**config.mk**
```make
export PLATFORM = sky130hd
export DESIGN_NAME = cpu_id
export DESIGN_NICKNAME = d
export VERILOG_FILES = /design/src/rtl/cpu_kh_pkg.sv /design/src/rtl/cpu_regfile.sv /design/src/rtl/cpu_id.sv
export SDC_FILE = /design/constraint.sdc
export NUM_CORES = 1
export LEC_CHECK = 0
export CAP_MARGIN = 10
export CORE_UTILIZATION = 40
export CTS_CLUSTER_DIAMETER = 30
export CTS_CLUSTER_SIZE = 12
export DETAILED_ROUTE_END_ITERATION = 10
export PLACE_DENSITY_LB_ADDON = 0.1
export RECOVER_POWER = 50
export SYNTH_ARGS = -nofsm -noshare
export SYNTH_HDL_FRONTEND = slang
export SYNTH_HIERARCHICAL = 1
export SYNTH_SLANG_ARGS = --single-unit
```
**constraint.sdc**
```tcl
create_clock -name clk -period 3.2 [get_ports clk]
set_clock_uncertainty 0.1 [all_clocks]
set_input_delay 0.64 -clock clk [delete_from_list [all_inputs] [get_ports clk]]
set_output_delay 0.64 -clock clk [all_outputs]
set_load 0.03 [all_outputs]
```
**src/rtl/cpu_kh_pkg.sv**
```systemverilog
//------------------------------------------------------------------------------
// Module   : cpu_kh_pkg
// Purpose  : Shared opcode constants, instruction field positions, decode
//            helpers and ID-stage FSM state encoding.
// Revision : 1.0 - initial release
//------------------------------------------------------------------------------
`default_nettype none

package cpu_kh_pkg;

  // Opcodes
  localparam logic [3:0] c_op_nop    = 4'b0000;
  localparam logic [3:0] c_op_load   = 4'b0010;
  localparam logic [3:0] c_op_store  = 4'b0011;
  localparam logic [3:0] c_op_branch = 4'b0100;
  localparam logic [3:0] c_op_jump   = 4'b0101;

  // Instruction field positions (LSB of each field; imm is [15:0])
  localparam int c_op_lsb  = 28;
  localparam int c_rd_lsb  = 23;
  localparam int c_rs1_lsb = 18;
  localparam int c_rs2_lsb = 13;
  localparam int c_imm_msb = 15;

  // ID-stage FSM states
  typedef enum logic [0:0] {
    ST_RUN   = 1'b0,
    ST_STALL = 1'b1
  } id_state_e;

  // Sign-extend the 16-bit immediate field
  function automatic logic [31:0] sext16(input logic [15:0] v);
    return {{16{v[15]}}, v};
  endfunction

  // rs2 is a true data source for everything except loads and control flow,
  // whose rs2 bits overlap the immediate
  function automatic logic rs2_is_source(input logic [3:0] op);
    return !((op == c_op_load) || (op == c_op_branch) || (op == c_op_jump));
  endfunction

endpackage

`default_nettype wire

```
**src/rtl/cpu_regfile.sv**
```systemverilog
//------------------------------------------------------------------------------
// Module   : cpu_regfile
// Purpose  : 2-read / 1-write register file, register 0 hardwired to zero.
//            Contents are not reset.
// Config   : CPU_ID_WB_BYPASS_EN - same-cycle write data forwarded to reads
// Revision : 1.0 - initial release
//------------------------------------------------------------------------------
`default_nettype none

module cpu_regfile #(
  parameter int REG_AW = 5
) (
  input  logic              clk,
  input  logic [REG_AW-1:0] rs1_addr_i,
  input  logic [REG_AW-1:0] rs2_addr_i,
  output logic [31:0]       rs1_data_o,
  output logic [31:0]       rs2_data_o,
  input  logic              we_i,
  input  logic [REG_AW-1:0] waddr_i,
  input  logic [31:0]       wdata_i
);

  logic [31:0] mem_q [2**REG_AW];

  // One read port: r0 reads zero, optional forwarding of the in-flight write
  function automatic logic [31:0] rd_port(
    input logic [REG_AW-1:0] addr,
    input logic [31:0]       stored,
    input logic              we,
    input logic [REG_AW-1:0] waddr,
    input logic [31:0]       wdata
  );
    logic [31:0] val;
    val = stored;
`ifdef CPU_ID_WB_BYPASS_EN
    if (we && (waddr == addr)) val = wdata;
`else
    if (we && (waddr == addr) && 1'b0) val = wdata;
`endif
    if (addr == '0) val = '0;
    return val;
  endfunction

  // Write port; writes to register 0 are dropped
  always_ff @(posedge clk) begin
    if (we_i && (waddr_i != '0)) begin
      mem_q[waddr_i] <= wdata_i;
    end
  end

  assign rs1_data_o = rd_port(rs1_addr_i, mem_q[rs1_addr_i], we_i, waddr_i, wdata_i);
  assign rs2_data_o = rd_port(rs2_addr_i, mem_q[rs2_addr_i], we_i, waddr_i, wdata_i);

endmodule

`default_nettype wire

```
**src/rtl/cpu_id.sv**
```systemverilog
//------------------------------------------------------------------------------
// Module   : cpu_id
// Purpose  : Instruction decode stage. Registers decoded fields and operand
//            values, detects load-use hazards and inserts a single bubble.
// Config   : CPU_ID_WB_BYPASS_EN - write-back to read-port forwarding
// Revision : 1.0 - initial release
//------------------------------------------------------------------------------
`default_nettype none

module cpu_id
  import cpu_kh_pkg::*;
#(
  parameter int REG_AW = 5
) (
  input  logic              clk,
  input  logic              rst,
  input  logic              en,
  input  logic [31:0]       PC_IF,
  input  logic [31:0]       IR,
  input  logic              WB_we,
  input  logic [REG_AW-1:0] WB_addr,
  input  logic [31:0]       WB_data,
  output logic [31:0]       PC_ID,
  output logic [3:0]        OP_ID,
  output logic [REG_AW-1:0] RD_ID,
  output logic [31:0]       RS1_val,
  output logic [31:0]       RS2_val,
  output logic [31:0]       IMM_ID,
  output logic              IS_LOAD_ID,
  output logic              LOAD_happened
);

  // Decoded fields of the incoming instruction
  logic [3:0]        op_w;
  logic [REG_AW-1:0] rd_w;
  logic [REG_AW-1:0] rs1_w;
  logic [REG_AW-1:0] rs2_w;
  logic [31:0]       imm_w;
  logic [31:0]       rs1_data_w;
  logic [31:0]       rs2_data_w;

  assign op_w  = IR[c_op_lsb +: 4];
  assign rd_w  = IR[c_rd_lsb +: REG_AW];
  assign rs1_w = IR[c_rs1_lsb +: REG_AW];
  assign rs2_w = IR[c_rs2_lsb +: REG_AW];
  assign imm_w = sext16(IR[c_imm_msb:0]);

  cpu_regfile #(
    .REG_AW (REG_AW)
  ) u_regfile (
    .clk        (clk),
    .rs1_addr_i (rs1_w),
    .rs2_addr_i (rs2_w),
    .rs1_data_o (rs1_data_w),
    .rs2_data_o (rs2_data_w),
    .we_i       (WB_we),
    .waddr_i    (WB_addr),
    .wdata_i    (WB_data)
  );

  // Pipeline registers
  id_state_e         state_q, state_d;
  logic [31:0]       pc_q;
  logic [3:0]        op_q;
  logic [REG_AW-1:0] rd_q;
  logic [31:0]       rs1v_q;
  logic [31:0]       rs2v_q;
  logic [31:0]       imm_q;
  logic              isload_q;

  logic hazard_w;
  logic capture_d;
  logic bubble_d;
  logic load_happened_d;

  // Load in ID whose destination feeds the instruction now in IR
  always_comb begin
    hazard_w = isload_q && (rd_q != '0) &&
               ((rd_q == rs1_w) || ((rd_q == rs2_w) && rs2_is_source(op_w)));
  end

  // Next-state and datapath control; en=0 freezes everything
  always_comb begin
    state_d         = state_q;
    capture_d       = 1'b0;
    bubble_d        = 1'b0;
    load_happened_d = 1'b0;
    if (en) begin
      case (state_q)
        ST_RUN: begin
          if (hazard_w) begin
            state_d         = ST_STALL;
            bubble_d        = 1'b1;
            load_happened_d = 1'b1;
          end else begin
            capture_d = 1'b1;
          end
        end
        ST_STALL: begin
          state_d   = ST_RUN;
          capture_d = 1'b1;
        end
        default: begin
          state_d = ST_RUN;
        end
      endcase
    end
  end

  // FSM state register
  always_ff @(posedge clk or negedge rst) begin
    if (!rst) begin
      state_q <= ST_RUN;
    end else begin
      state_q <= state_d;
    end
  end

  // Decoded-field registers: capture, bubble (PC held) or hold
  always_ff @(posedge clk or negedge rst) begin
    if (!rst) begin
      pc_q     <= '0;
      op_q     <= '0;
      rd_q     <= '0;
      rs1v_q   <= '0;
      rs2v_q   <= '0;
      imm_q    <= '0;
      isload_q <= 1'b0;
    end else if (bubble_d) begin
      op_q     <= c_op_nop;
      rd_q     <= '0;
      rs1v_q   <= '0;
      rs2v_q   <= '0;
      imm_q    <= '0;
      isload_q <= 1'b0;
    end else if (capture_d) begin
      pc_q     <= PC_IF;
      op_q     <= op_w;
      rd_q     <= rd_w;
      rs1v_q   <= rs1_data_w;
      rs2v_q   <= rs2_data_w;
      imm_q    <= imm_w;
      isload_q <= (op_w == c_op_load);
    end
  end

  assign PC_ID         = pc_q;
  assign OP_ID         = op_q;
  assign RD_ID         = rd_q;
  assign RS1_val       = rs1v_q;
  assign RS2_val       = rs2v_q;
  assign IMM_ID        = imm_q;
  assign IS_LOAD_ID    = isload_q;
  assign LOAD_happened = load_happened_d;

endmodule

`default_nettype wire

```
==> flow_summary.ini, run 1 <==
[status]
status = complete, but fails checks
violations = max-capacitance violations, max-slew violations, negative setup slack

[synth]
ys_ff_latch = 1147
synthTopCellsByCount = edfxtp_1, mux2i_1, mux4_2
synth_cell_types = 48
synth.yosys.warnings = 6
netlist_area_um2 = 53600
avgSynthCellArea_um2 = 16.9
ys_top_cells_by_area = edfxtp_1, mux4_2, mux2i_1, dfrtp_1, mux4_1
synth_top_area_share_pct = 57.4
ys_seq_area_share_pct = 63.1
ys.flop_type = edfxtp_1
synth.most_common_cell = edfxtp_1
async_reset_ff_share_pct = 10.7
synth_edf_count = 1024
synthCells = 3172
yosys.area.top_type = edfxtp_1

[grt]
antenna_found_initial = 6
overflow = 0
grt_max_degree = 95
grt_pass1_vias = 36500
grt_pass1_wl_mm = 267
grt_usage_pct = 27.7

[timing]
rsz0062_at_grt = yes
hold_violations = 0
setup_viol = 1
max_freq_ghz = 0.308
worst_slack_ns = -0.0508
slew_violations = 92
worst_pin_slew_ns = 1.58
relSlewSlack_pct = -5.19
period_needed_ns = 3.25
fin_crit_sh_pct = 102

[critical_path]
start_kind = flop
cp_slowest_stage_delay_ns = 0.44
path_buf_inv = 1
worst_ep_required_time_ns = 2.46
rrSetupSlack_ns = 0.79
end_kind = output port
crit_chain = xor2_1 > a2111o_1 > nor4_4 > o21a_4 > and2_4 > buf_6
cp_slowest_cell = dfrtp_2
rr_startpoint = RD_ID[0]
startpoint = RD_ID[0]
crit_fanout = 4
crit_arrival_ns = 2.51
cpLargestDelayFamily = compound AO/OA/AOI/OAI gates
worstSetupPathType = reg -> out

[hold_path]
min_from = en
holdCritPathClass = in -> reg

[routing]
first_pass_iters = 7
drtAntennaViolNets = 0
initialDrtViolationCount = 3604
dr_total_vias = 35200
routed_wl_mm = 189
post_drt_wl_per_cell_um = 33.4
remaining_drc_errors = 0
avgViaCountPerCell = 6.23

[clock_network]
h-tree-depth = 5
cts-root-buf = clkbuf_16
clock-sinks = 1147
cts_tree = built
cts-buffers-inserted = 284
path_clk_slew_ns = 0.04
clock_latency_ns = 0.89
clockBufferDepth = 4

[final_layout]
final_core_util_pct = 52.5
n_fill_cell = 10700
final-instance-count-excl-fill = 5651
nets = 3796
drive_gt1_share_pct = 28.1
syn2layout_area_growth_pct = 29.4

[placement]
dpl.cell_count = 5159
gp_congestion = 0.852
portBuffers = 243
post-place-ws_ns = 0.0923
dpl.hpwl_mm = 111

[die]
io_pins = 244
start_util_pct = 40.5
coreArea_um2 = 132000
die_area_um2 = 135000
dieHeight_um = 368
rows = 133
dieWidth_um = 368

[power]
leakage_nw = 24.4
ir_drop_uv = 550
p_per_area_nw_per_um2 = 710

[job]
cap_violations = 3
## area by class of cell
| cell class | instances | area [µm²] | area share, % |
|---|---|---|---|
| tap | 1755 | 2200 | 3.17 |
| sequential | 1147 | 33800 | 48.8 |
| multi-input combinational | 1682 | 18300 | 26.4 |
| clock inverter | 150 | 1840 | 2.66 |
| clock buffer | 340 | 7560 | 10.9 |
| inverter | 92 | 347 | 0.500 |
| timing repair buffer | 484 | 5230 | 7.55 |
| antenna | 1 | 2.50 | 0.00361 |
## power breakdown
| group | internal, W | total (W) | leakage (nW) | switching [W] |
|---|---|---|---|---|
| combinational | 0.00165 | 0.00406 | 9.10 | 0.00240 |
| sequential | 0.0168 | 0.0170 | 10.7 | 0.000241 |
| clock | 0.0197 | 0.0281 | 4.51 | 0.00845 |
| total | 0.0381 | 0.0492 | 24.4 | 0.0111 |
## cells by family (layout without fill, tap and decap cells)
family | after synthesis | count (layout) | share of synthesized area, %
other cells | 1 | 33 | 0.00700
xor+xnor | 10 | 10 | 0.164
mux | 737 | 737 | 22.5
buf+inv | 374 | 1066 | 3.45
flops | 1147 | 1147 | 63.1
compound gates | 532 | 532 | 7.44
simple gates | 371 | 371 | 3.27
## state kept, by name, summed over array words and instances (netlist names)
register / cells
IS_LOAD_ID: 1
OP_ID: 4
RD_ID: 5
RS1_val: 32
RS2_val: 32
PC_ID: 32
u_regfile/mem_q: 1024
IMM_ID: 16
state_q: 1
## through the flow
step | hold slack (ns) | power, W | setup TNS (ns) | instance area [µm²]
after floorplan | 0.244 | 0.0194 | 0 | 53700
after global placement | 0.412 | 0.0212 | 0 | 60100
after detailed placement | 0.420 | 0.0213 | 0 | 60100
after CTS | 0.121 | 0.0495 | -0.0969 | 69500
after global routing | 0.176 | 0.0505 | -0.141 | 69300
final | 0.169 | 0.0492 | -0.0508 | 69300
## cells in the final DEF, fill, tap and decap left out, types with 34 or more instances in the layout
master,n
edfxtp_1,1024
mux2i_1,320
mux4_2,298
clkbuf_16,291
nand2_1,205
clkdlybuf4s50_1,197
buf_4,134
dfrtp_1,122
inv_1,90
o22ai_1,90
buf_12,83
mux2_2,65
o211ai_1,64
o221ai_1,64
a22oi_1,64
a211oi_1,64
clkbuf_1,56
mux4_1,54
o21ai_0,51
bufinv_16,38
a221oi_1,36
clkinv_2,34
dlygate4sd3_1,34
## per-layer routing
metal | up-vias | track usage, % | share of wire (%)
met4 | 0 | 10.8 | 3.6
met5 | - | 0 | 0
met1 | 18500 | 36.6 | 40
li1 | 14300 | - | -
met2 | 2014 | 45.0 | 48
met3 | 437 | 5.47 | 8.4
## repair_timing
| item | 4_1_cts | 5_1_grt |
|---|---|---|
| hold buffers | 1 | 0 |
| setup buffers | 0 | 0 |
| endpoints found under the setup margin | 1 | 1 |
| endpoints found under the hold margin | 43 | 0 |
| pin swaps | 1 | 0 |
| gates resized for setup | 3 | 0 |
## worst reg2reg max path, delay by kind of cell (launching register included)
family | cells | cell delay [ns]
AO/OA/AOI/OAI | 3 | 0.80
XOR/XNOR | 1 | 0.17
buffers and inverters | 2 | 0.57
flip-flops | 1 | 0.44
AND/OR/NAND/NOR | 1 | 0.19
## path summary, 6_finish.rpt
| kind | to | cells after the start |
|---|---|---|
| setup / recovery | LOAD_happened | 6 |
| hold / removal | RS2_val[28] | 3 |
| setup reg to reg | RS1_val[13] | 7 |
| hold reg to reg | RS2_val[21] | 2 |
| max in group asynchronous | RD_ID[0] | 3 |
| min in group asynchronous | IMM_ID[1] | 2 |
Power figures use the tool's default switching activity.
==> run 2: changes to the inputs <==
--- a/config.mk
+++ b/config.mk
@@ -10,9 +10,10 @@
 export CTS_CLUSTER_DIAMETER = 30
 export CTS_CLUSTER_SIZE = 12
 export DETAILED_ROUTE_END_ITERATION = 10
-export PLACE_DENSITY_LB_ADDON = 0.1
+export MAX_ROUTING_LAYER = met4
 export RECOVER_POWER = 50
 export SYNTH_ARGS = -nofsm -noshare
 export SYNTH_HDL_FRONTEND = slang
 export SYNTH_HIERARCHICAL = 1
 export SYNTH_SLANG_ARGS = --single-unit
+export TNS_END_PERCENT = 20
==> run 2 against run 1 <==
The run still ends with max-capacitance violations, max-slew violations, negative setup slack left. Non-clock buffer count is 74 higher. Global-route usage is 0.067 points lower. Flip-flop and latch count stayed put. Routed wire length is 3.2% lower. Count of clock-buffer cells in the layout is 18 lower. Sequential power hardly changed. First-iteration DRC count is 23% higher. Final cell count is 1.1% higher. Cell area is 0.52% higher. Die area stayed put. Combinational power hardly changed. Highest routed layer unchanged.
==> flow_summary.ini, run 2 (synthesis gave the netlist of run 1 again) <==
[die]
coreArea_um2 = 132000
rows = 133
io_pins = 244
dieWidth_um = 368
dieHeight_um = 368
start_util_pct = 40.5
die_area_um2 = 135000

[final_layout]
regMostFlops = u_regfile/mem_q
syn2layout_area_growth_pct = 30.1
mostFrequentLayoutCell = edfxtp_1
n_fill_cell = 10500
final_core_util_pct = 52.7
drive_gt1_share_pct = 28.7
layout_common_cells = edfxtp_1, mux2i_1, mux4_2
final_area_um2 = 69700
nets = 3862
largest_reg_flops = 1024

[power]
pwr-share-seq_pct = 34.9
p_int_w = 0.0377
ir_drop_uv = 373
clockPowerShare_pct = 56.8
p_comb_share_pct = 8.3
p_per_area_nw_per_um2 = 700
leakage_nw = 24.6
p_sw_w = 0.0111
netSwitchingFraction_pct = 22.8

[routing]
drtAntennaViolNets = 0
remaining_drc_errors = 0
avgViaCountPerCell = 6.20
dr_total_vias = 35400
post_drt_wl_per_cell_um = 31.9
initialDrtViolationCount = 4421
routed_wl_mm = 183
first_pass_iters = 6

[critical_path]
start_kind = flop
startpoint = RD_ID[2]
end_kind = output port
worst_ep_required_time_ns = 2.46
worstSetupPathType = reg -> out
critPathCapture = LOAD_happened
rr_startpoint = RD_ID[2]
crit_fanout = 2
crit_arrival_ns = 2.48
r2r_end = RS1_val[6]
rrSetupSlack_ns = 0.92
worstRegToRegCells = 7

[grt]
grt_pass1_wl_mm = 260
grt_max_degree = 126
overflow = 0
antenna_found_initial = 10
grt_pass1_vias = 36100
grt_usage_pct = 27.6

[placement]
postPlaceCellArea_um2 = 60800
portBuffers = 243
gp_congestion = 0.872
dpl.hpwl_mm = 112

[job]
cap_violations = 5

[status]
violations = max-capacitance violations, max-slew violations, negative setup slack
status = complete, but fails checks

[clock_network]
h-tree-depth = 5
cts-buffers-inserted = 276
clockBufferDepth = 4
path_clk_slew_ns = 0.04
clock-sinks = 1147
cts-root-buf = clkbuf_16
cts_tree = built
clock_latency_ns = 0.87

[timing]
rsz0062_at_grt = yes
worst_slack_ns = -0.0169
relSlewSlack_pct = -17.4
setup_viol = 1
max_freq_ghz = 0.311
period_needed_ns = 3.22
worst_pin_slew_ns = 1.76
hold_violations = 0
slew_violations = 132
fin_crit_sh_pct = 101

[hold_path]
holdCritPathClass = in -> reg
whs_path_depth = 3
-- run 2: changes by cell type in the layout (fill, tap and decap cells not counted), moves of 3 or more --
cell / before / now
buf_4: 134 / 170
buf_12: 83 / 95
clkinvlp_4: 31 / 20
clkbuf_16: 291 / 284
diode_2: 1 / 4
clkinv_2: 34 / 39
nor2_1: 8 / 12
clkbuf_1: 56 / 78
clkbuf_2: 7 / 4
clkbuf_8: 10 / 4
clkinv_1: 26 / 21
nor2_4: 29 / 25
inv_6: 6 / 20
-- run 2: what timing repair did --
| action | CTS | global route |
|---|---|---|
| hold endpoints to repair | 54 | 0 |
| buffers inserted | 2 | 0 |
| pin swaps | 1 | 0 |
| hold buffers | 2 | 0 |
| endpoints found under the setup margin | 1 | 1 |
| gates resized for setup | 4 | 0 |
-- run 2: final cells by class --
class	count	area [µm²]	share of cell area, %
timing repair buffer	558	5830	8.36
multi-input combinational	1682	18300	26.2
inverter	92	347	0.497
antenna	4	10.0	0.0144
sequential	1147	33800	48.6
clock buffer	322	7280	10.4
clock inverter	155	1910	2.73
tap	1755	2200	3.15
-- run 2: stage by stage --
stage | TNS (ns) | std cells | power (W) | setup WS (ns) | hold slack [ns]
2_1_floorplan | 0 | 3203 | 0.0194 | 0.0401 | 0.244
4_1_cts | -0.0665 | 5711 | 0.0491 | -0.0665 | 0.190
3_5_place_dp | 0 | 5230 | 0.0213 | 0.0814 | 0.419
6_report | -0.0169 | 5715 | 0.0488 | -0.0169 | 0.238
5_1_grt | -0.0870 | 5715 | 0.0501 | -0.0870 | 0.221
3_3_place_gp | 0 | 5230 | 0.0213 | 0.0362 | 0.407
-- run 2: power groups by stage --
stage | logic (W) | registers [W] | clock network (W)
final | 0.00407 | 0.0170 | 0.0277
after global routing | 0.00427 | 0.0170 | 0.0287
after CTS | 0.00409 | 0.0170 | 0.0280
after detailed placement | 0.00407 | 0.0173 | 0
after global placement | 0.00405 | 0.0172 | 0
after floorplan | 0.00187 | 0.0175 | 0
-- run 2: worst min-delay path by stage --
stage	from	end	slack, ns
after global routing	IR[1]	IMM_ID[1]	0.22
after CTS	IR[26]	RD_ID[3]	0.19
after detailed placement	RS2_val[26]	RS2_val[26]	0.42
after floorplan	rst	IMM_ID[0]	0.24
after global placement	PC_ID[20]	PC_ID[20]	0.41
final	IR[26]	RD_ID[3]	0.24
-- run 2: metal layers --
layer	wire length (µm)	global-route usage [%]	part of all wire (%)	vias up
li1	-	-	-	14400
met1	71400	35.9	39	18300
met2	85400	42.4	47	2290
met3	19400	6.42	11	427
met4	6320	9.81	3.5	0
met5	0	-	0	-
-- run 2: critical path: stages (launching register included) --
cell and delay [ns]:
dfrtp_2 0.40, xor2_1 0.16, a2111o_1 0.43, nor4_4 0.18
o21a_4 0.18, and2_4 0.14, buf_6 0.12
